===== config.mk =====
export PLATFORM = sky130hd
export DESIGN_NAME = vrased_region_monitor
export DESIGN_NICKNAME = d
export VERILOG_FILES = /design/src/rtl/vrased_pkg.sv /design/src/rtl/vrased_range_check.sv /design/src/rtl/vrased_region_monitor.sv
export SDC_FILE = /design/constraint.sdc
export NUM_CORES = 1
export LEC_CHECK = 0
export BUFFER_PORTS_ARGS = -buffer_cell sky130_fd_sc_hd__buf_2
export CORE_AREA = 2 2 56 58
export CTS_CLUSTER_SIZE = 20
export DETAILED_ROUTE_END_ITERATION = 6
export DIE_AREA = 0 0 58 60
export GPL_ROUTABILITY_DRIVEN = 0
export GPL_TIMING_DRIVEN = 0
export PLACE_DENSITY = 0.72
export SETUP_SLACK_MARGIN = 0.15
export SKIP_LAST_GASP = 1
export SLEW_MARGIN = 20
export SYNTH_ARGS = -nofsm -noshare
export SYNTH_HDL_FRONTEND = slang
export SYNTH_SLANG_ARGS = --single-unit

===== constraint.sdc =====
create_clock -name clk -period 1.47 [get_ports clk]
set_input_delay 0.147 -clock clk [delete_from_list [all_inputs] [get_ports clk]]
set_output_delay 0.147 -clock clk [all_outputs]
set_load 0.05 [all_outputs]

===== src/rtl/vrased_pkg.sv =====
// Shared types and bit-index constants for the VRASED region monitor.
package vrased_pkg;

    typedef enum logic {ST_RUN, ST_KILL} state_e;

    localparam int unsigned MODE_RD      = 0;
    localparam int unsigned MODE_WR      = 1;
    localparam int unsigned MODE_DMA     = 2;
    localparam int unsigned MODE_SMEM_OK = 3;

    // Offsets above the per-region cause bits.
    localparam int unsigned CAUSE_ATOM     = 0;
    localparam int unsigned CAUSE_IRQ      = 1;
    localparam int unsigned CAUSE_DMA_SMEM = 2;
    localparam int unsigned CAUSE_EXTRA    = 3;

endpackage


===== src/rtl/vrased_range_check.sv =====
// Inclusive range test base <= addr <= base+size, evaluated one bit wider so the
// upper bound never wraps; oversized regions clamp to the top of the address space.
module vrased_range_check #(
    parameter int unsigned ADDR_W = 16
) (
    input  logic [ADDR_W-1:0] addr_i,
    input  logic [ADDR_W-1:0] base_i,
    input  logic [ADDR_W-1:0] size_i,
    output logic              hit_o
);

    logic [ADDR_W:0] top;

    always_comb begin
        top   = {1'b0, base_i} + {1'b0, size_i};
        hit_o = ({1'b0, addr_i} >= {1'b0, base_i}) && ({1'b0, addr_i} <= top);
    end

endmodule


===== src/rtl/vrased_region_monitor.sv =====
// VRASED region monitor: per-region CPU/DMA protection plus SMEM atomicity, sticky kill
// state driving the MCU reset. Define VRASED_VIOL_LOG_EN to implement the violation log.
module vrased_region_monitor
    import vrased_pkg::*;
#(
    parameter int unsigned                   ADDR_W        = 16,
    parameter int unsigned                   NUM_REGIONS   = 4,
    parameter logic [NUM_REGIONS*ADDR_W-1:0] REGION_BASE   = '0,
    parameter logic [NUM_REGIONS*ADDR_W-1:0] REGION_SIZE   = '0,
    parameter logic [NUM_REGIONS*4-1:0]      REGION_MODE   = '0,
    parameter logic [ADDR_W-1:0]             SMEM_BASE     = 16'hA100,
    parameter logic [ADDR_W-1:0]             SMEM_SIZE     = 16'h1EFE,
    parameter logic [ADDR_W-1:0]             RESET_HANDLER = 16'h0000,
    parameter int unsigned                   CNT_W         = 8
) (
    input  logic                     clk,
    input  logic                     reset,
    input  logic [ADDR_W-1:0]        pc,
    input  logic                     data_en,
    input  logic                     data_wr,
    input  logic [ADDR_W-1:0]        data_addr,
    input  logic                     dma_en,
    input  logic [ADDR_W-1:0]        dma_addr,
    input  logic                     irq,
    output logic                     viol_reset,
    output logic [NUM_REGIONS+2:0]   viol_cause,
    output logic [ADDR_W-1:0]        viol_addr,
    output logic [CNT_W-1:0]         viol_count
);

    localparam int unsigned CW = NUM_REGIONS + CAUSE_EXTRA;
    localparam logic [ADDR_W-1:0] SMEM_LAST = SMEM_BASE + SMEM_SIZE;

    logic [NUM_REGIONS-1:0] cpu_in, dma_in, cpu_hit, dma_hit;
    logic                   pc_in_smem, prev_in_smem;
    logic                   atom_entry, atom_exit;
    logic [CW-1:0]          cause_now;
    logic                   viol_now;

    state_e            state_q, state_d;
    logic              viol_reset_q, viol_reset_d;
    logic [ADDR_W-1:0] prev_pc_q, prev_pc_d;

    for (genvar i = 0; i < NUM_REGIONS; i++) begin : g_region
        localparam logic [3:0] Mode = REGION_MODE[i*4 +: 4];

        vrased_range_check #(.ADDR_W(ADDR_W)) u_cpu (
            .addr_i (data_addr),
            .base_i (REGION_BASE[i*ADDR_W +: ADDR_W]),
            .size_i (REGION_SIZE[i*ADDR_W +: ADDR_W]),
            .hit_o  (cpu_in[i])
        );

        vrased_range_check #(.ADDR_W(ADDR_W)) u_dma (
            .addr_i (dma_addr),
            .base_i (REGION_BASE[i*ADDR_W +: ADDR_W]),
            .size_i (REGION_SIZE[i*ADDR_W +: ADDR_W]),
            .hit_o  (dma_in[i])
        );

        // SMEM code may be trusted with CPU accesses, never with DMA.
        assign cpu_hit[i] = data_en && cpu_in[i]
                            && ((!data_wr && Mode[MODE_RD]) || (data_wr && Mode[MODE_WR]))
                            && !(Mode[MODE_SMEM_OK] && pc_in_smem);
        assign dma_hit[i] = dma_en && dma_in[i] && Mode[MODE_DMA];
    end

    vrased_range_check #(.ADDR_W(ADDR_W)) u_smem_pc (
        .addr_i (pc),
        .base_i (SMEM_BASE),
        .size_i (SMEM_SIZE),
        .hit_o  (pc_in_smem)
    );

    vrased_range_check #(.ADDR_W(ADDR_W)) u_smem_prev (
        .addr_i (prev_pc_q),
        .base_i (SMEM_BASE),
        .size_i (SMEM_SIZE),
        .hit_o  (prev_in_smem)
    );

    always_comb begin
        atom_entry = pc_in_smem && !prev_in_smem && (pc != SMEM_BASE);
        atom_exit  = prev_in_smem && !pc_in_smem && (prev_pc_q != SMEM_LAST);
        cause_now  = '0;
        cause_now[NUM_REGIONS-1:0]              = cpu_hit | dma_hit;
        cause_now[NUM_REGIONS + CAUSE_ATOM]     = atom_entry || atom_exit;
        cause_now[NUM_REGIONS + CAUSE_IRQ]      = irq && pc_in_smem;
        cause_now[NUM_REGIONS + CAUSE_DMA_SMEM] = dma_en && pc_in_smem;
        viol_now   = |cause_now;
    end

    always_comb begin
        state_d = state_q;
        case (state_q)
            ST_RUN:  if (viol_now) state_d = ST_KILL;
            ST_KILL: if (pc == RESET_HANDLER) state_d = ST_RUN;
        endcase
        viol_reset_d = (state_d == ST_KILL);
        prev_pc_d    = pc;
    end

    always_ff @(posedge clk or posedge reset) begin
        if (reset) begin
            state_q      <= ST_RUN;
            viol_reset_q <= 1'b0;
            prev_pc_q    <= RESET_HANDLER;
        end else begin
            state_q      <= state_d;
            viol_reset_q <= viol_reset_d;
            prev_pc_q    <= prev_pc_d;
        end
    end

    assign viol_reset = viol_reset_q;

`ifdef VRASED_VIOL_LOG_EN
    logic              log_en;
    logic [CW-1:0]     cause_q, cause_d;
    logic [ADDR_W-1:0] addr_q, addr_d;
    logic [CNT_W-1:0]  count_q, count_d;

    always_comb begin
        log_en  = (state_q == ST_RUN) && viol_now;
        cause_d = cause_q;
        addr_d  = addr_q;
        count_d = count_q;
        if (log_en) begin
            cause_d = cause_now;
            if (|cpu_hit)      addr_d = data_addr;
            else if (|dma_hit) addr_d = dma_addr;
            else               addr_d = pc;
            if (count_q != '1) count_d = count_q + 1'b1;
        end
    end

    always_ff @(posedge clk or posedge reset) begin
        if (reset) begin
            cause_q <= '0;
            addr_q  <= '0;
            count_q <= '0;
        end else begin
            cause_q <= cause_d;
            addr_q  <= addr_d;
            count_q <= count_d;
        end
    end

    assign viol_cause = cause_q;
    assign viol_addr  = addr_q;
    assign viol_count = count_q;
`else
    assign viol_cause = '0;
    assign viol_addr  = '0;
    assign viol_count = '0;
`endif

endmodule

# Word-level counts from Yosys, hierarchy flattened
# Index checks and enable logic that the tools add are counted.
# op_classes
n_lt_le_gt_ge	4
n_eq_ne	2
mux	3
bitwise_logic	1
reduce_logical	13
# ops
op	count
16-bit greater-or-equal comparator, second input constant	2
16-bit less-or-equal comparator, second input constant	2
16-bit != test, second input constant	2
16-bit zero test	1
1-bit logical AND	8
3-bit OR reduction	1
1-bit zero test	2
1-bit 2-to-1 mux	2
1-bit case mux with 2 select lines	1
1-bit logical OR	1
1-bit inverter	1
# word_totals
reg_bits	17
inputBits	54
wordCells	25

# Depth between registers and ports, before layout
# logic_depth
ltp_word	9
ltp_mapped	4
depth_no_buf	4

# Cells and area by module
# From an unflattened synthesis, not the netlist that was laid out.
# unflattened
cells_unflattened	471
hier_area_um2	3898.7
# by_module_without_submodules
module	n_inst	cells_per_inst	area_each_um2
vrased_range_check (u_smem_pc)	1	208	1599.0
vrased_range_check (u_smem_prev)	1	193	1500.2
vrased_region_monitor	1	70	799.5

# Worst setup path after synthesis
# No wires, ideal clock.
# synth_path
kind	input to register
from	input port pc[12]
to	register state_q
setup_ns	0.090
arrival_ns	1.373
required_ns	1.380
setup_slack_ns	0.006
stages	4
n_path_buf	0
path_cell_list	or4_4 > o31a_1 > a2111o_1 > o221ai_1
# synth_between
elab_chain_cells	9
elab_cells_between_ends	17
# synth_rtl
item	line	source
from (decl)	vrased_region_monitor.sv:18	input logic [ADDR_W-1:0] pc,
16-bit greater-or-equal comparator / 16-bit less-or-equal comparator (equally long branches)	vrased_range_check.sv:16	hit_o = ({1'b0, addr_i} >= {1'b0, base_i}) && ({1'b0, addr_i} <= top);
1-bit logical AND	vrased_range_check.sv:16	
1-bit zero test	vrased_region_monitor.sv:84	atom_exit = prev_in_smem && !pc_in_smem && (prev_pc_q != SMEM_LAST);
1-bit logical AND (2 in series)	vrased_region_monitor.sv:84	
1-bit logical OR	vrased_region_monitor.sv:87	cause_now[NUM_REGIONS + CAUSE_ATOM] = atom_entry || atom_exit;
3-bit OR reduction	vrased_region_monitor.sv:90	viol_now = |cause_now;
1-bit 2-to-1 mux	vrased_region_monitor.sv:96	ST_RUN: if (viol_now) state_d = ST_KILL;
1-bit case mux with 2 select lines *	vrased_region_monitor.sv:95	case (state_q)
net state_d	vrased_region_monitor.sv:40	state_e state_q, state_d;
to (signal assigned)	vrased_region_monitor.sv:109	state_q <= state_d;
to (decl)	vrased_region_monitor.sv:40	
# Mark *: on every way through the listed nets, which the timed path passes. The rest lies on a longest branch.

# Worst setup path after layout
# layout_path
from	register prev_pc_q[11]
to	register state_q
# layout_between
elab_chain_cells	9
elab_cells_between_ends	13
# layout_rtl
item	line	source
from (decl)	vrased_region_monitor.sv:42	logic [ADDR_W-1:0] prev_pc_q, prev_pc_d;
from (signal assigned)	vrased_region_monitor.sv:111	prev_pc_q <= prev_pc_d;
16-bit greater-or-equal comparator / 16-bit less-or-equal comparator (equally long branches)	vrased_range_check.sv:16	
1-bit logical AND	vrased_range_check.sv:16	
1-bit zero test	vrased_region_monitor.sv:83	atom_entry = pc_in_smem && !prev_in_smem && (pc != SMEM_BASE);
1-bit logical AND (2 in series)	vrased_region_monitor.sv:83	
1-bit logical OR *	vrased_region_monitor.sv:87	
3-bit OR reduction *	vrased_region_monitor.sv:90	
1-bit 2-to-1 mux *	vrased_region_monitor.sv:96	
1-bit case mux with 2 select lines *	vrased_region_monitor.sv:95	
net state_d	vrased_region_monitor.sv:40	
# Marks and branches as above.

==> results.txt <==
area leader, netlist: dfrtp_1
worst vdd ir: 0.479 mV
Yosys top cell area share: 49.9%
Leak Pwr: 0.000678 uW
Final Slew Violations: 0
H-tree levels: 1
synth top area cells: dfrtp_1, buf_4, nand4_1, nor4_1, o2111ai_1
number of CTS-inserted buffers: 3
Die ar.: 3480 sq um
global-route wire length before repair: 2660 microns
DR DRC count: 0
Syn-to-layout area delta: 55.8%
Synth Area in Compound Gates: 6.46%
post-route cell area: 1330 sq um
drt wl/cell: 9.84 microns
flip-flop and latch count after synthesis: 17
antenna cell count: 0
Clock Sink Count: 17
status: finished, violations left
site row count: 20
Crit. End Element: register
Cells after Synth: 77
met2 usage: 20.3%
# IOs: 86
vias per cell: 3.84
max frequency: 658 MHz
leading cell type in the layout, fill and taps excluded: buf_4
Routed Antenna Nets: 0
via count: 695
largest net degree at the start of global routing: 18
drt pass-1 iters: 4
ys flop type: dfrtp_1
Core Area: 2900 sq um
Setup WS post-layout: -0.0489 ns
Setup WS pre-CTS: -0.208 ns
worst-margin pin slew: 0.603 ns
post-synthesis mux area share: 0%
Starting Density: 29.4%
GRT overflow: 0
share of cells above drive strength 1: 39.9%
Final Hold Viols: 0
met3 global-route usage: 3.03%
number of synthesized flops with an enable pin: 0
insertion delay of the later-clocked pin in the worst-skew pair: 0.28 ns
Die Span X: 58 microns
Setup violations, final: 1
initial antenna violation count: 0
clock buffer depth: 2
DIE HEIGHT: 60 microns
IO Port Bufs: 20
unrepaired setup endpoints after global routing: yes
failing checks: negative setup slack
Hold Path Class: in2reg
adder-cell share of the synthesized area: 0%
R2R Setup Slk: -0.05 ns
synth unique cells: 20
Cell Area, Synth: 852 sq um
CP Launch Type: register
vias in the first global route: 626
DRT Wirelength: 1780 microns
Top Usage Layer GRT: met2
DRT iter0 DRCs: 8
r2r worst-path depth: 4
Final nets: 203
largest family of logic cells by synthesized area: buffers and inverters
Power Density: 814 nW/um^2
clock slew at reported path FFs: 0.09 ns
Worst Skew: 0.00241 ns
root buf cell: clkbuf_4
reg2reg start: prev_pc_q[11]
maxcap violations: 0
CP Class: reg2reg
commonest cells after routing, fill and taps aside: buf_4, conb_1, buf_2
dpl cell area: 1110 sq um
Post-Synth Simple-Gate Area: 14.5%
Slew headroom: 59.7%
Worst Path Arrival: 1.67 ns
Total Routing Usage GR: 10.4%
met1 Use GR: 10.7%
FF-to-FF End: state_q
Hold EP: prev_pc_q[8]
critical path peak fanout: 2
DP HPWL: 1340 microns
Synth Area in XOR/XNOR: 0%
Hold Startpoint: pc[8]
Post-synth ARST share: 100%
post-synthesis sequential area ratio: 49.9%
Avg Synthesized Cell Area: 11.1 sq um
CTS tree: yes
period utilisation layout: 103%
WHS Path Cells: 1
Fillers: 296
worst endpoint required time: 1.62 ns
post-layout min period: 1.52 ns
synth warn: 0
[logic make-up after synthesis]
logic type | Yosys count
compound gates | 6
buf+inv | 34
flops | 17
other cells | 1
simple gates | 19
[worst max-delay path, cell delays in order (launching register included)]
cell       delay [ns]
dfrtp_1          0.39
or4_4            0.55
o2111ai_4        0.21
a2111o_1         0.15
o221ai_2         0.09
[metrics by stage]
stage | utilization (%) | TNS [ns] | power [uW] | hold WS (ns) | cells
2_1_floorplan | - | 0 | 759 | 0.0731 | 107
3_3_place_gp | 38.1 | -0.164 | 799 | 0.227 | 160
3_5_place_dp | 38.1 | -0.208 | 802 | 0.242 | 160
4_1_cts | 45.0 | -0.0567 | 1070 | 0.00427 | 179
5_1_grt | 45.7 | -0.100 | 1130 | 0.0186 | 181
6_report | 45.7 | -0.0489 | 1080 | 0.0377 | 181
[metal layers]
| layer | vias to the layer above | wire, microns |
|---|---|---|
| met5 | - | 0 |
| met1 | 306 | 664 |
| met2 | 32 | 962 |
| met4 | 0 | 12 |
| met3 | 4 | 142 |
| li1 | 353 | - |
[cells in the mapped netlist, drive strengths merged, types with 2 or more instances]
cell type,instances
nand4,5
nand2,2
inv,3
or4,3
buf,31
o2111ai,2
nor4,3
dfrtp,17
[where the power goes]
group          internal (uW)  switching [uW]
Clock                    105             137
Combinational            114             224
Sequential               489            10.4
Total                    709             371
[worst max-delay path by stage]
stage | from | endpoint | cells after the start
global placement | pc[12] | state_q | 5
CTS | prev_pc_q[11] | state_q | 4
floorplan | pc[12] | state_q | 4
detailed placement | pc[12] | state_q | 5
global route | prev_pc_q[11] | state_q | 4
finish | prev_pc_q[11] | state_q | 4
[final cells by class]
class	count	area (sq um)	area share, %
Buffer	31	233	17.5
Clock buffer	4	26.3	1.98
Inverter	3	11.3	0.848
Multi-Input combinational cell	56	323	24.3
Sequential cell	17	425	32.0
Tap cell	33	41.3	3.11
Timing Repair Buffer	37	268	20.2
[state kept, by name, indices dropped and copies added, names as in the netlist]
signal / cells
state_q: 1
prev_pc_q: 16
[repair_timing]
action | in CTS | in global routing
endpoints found under the setup margin | 1 | 1
hold buffers | 14 | 2
setup buffers | 1 | 0
resized for setup | 4 | 0
pin swaps | 4 | 2
hold endpoints to repair | 30 | 2
(Power assumes the default switching activity.)
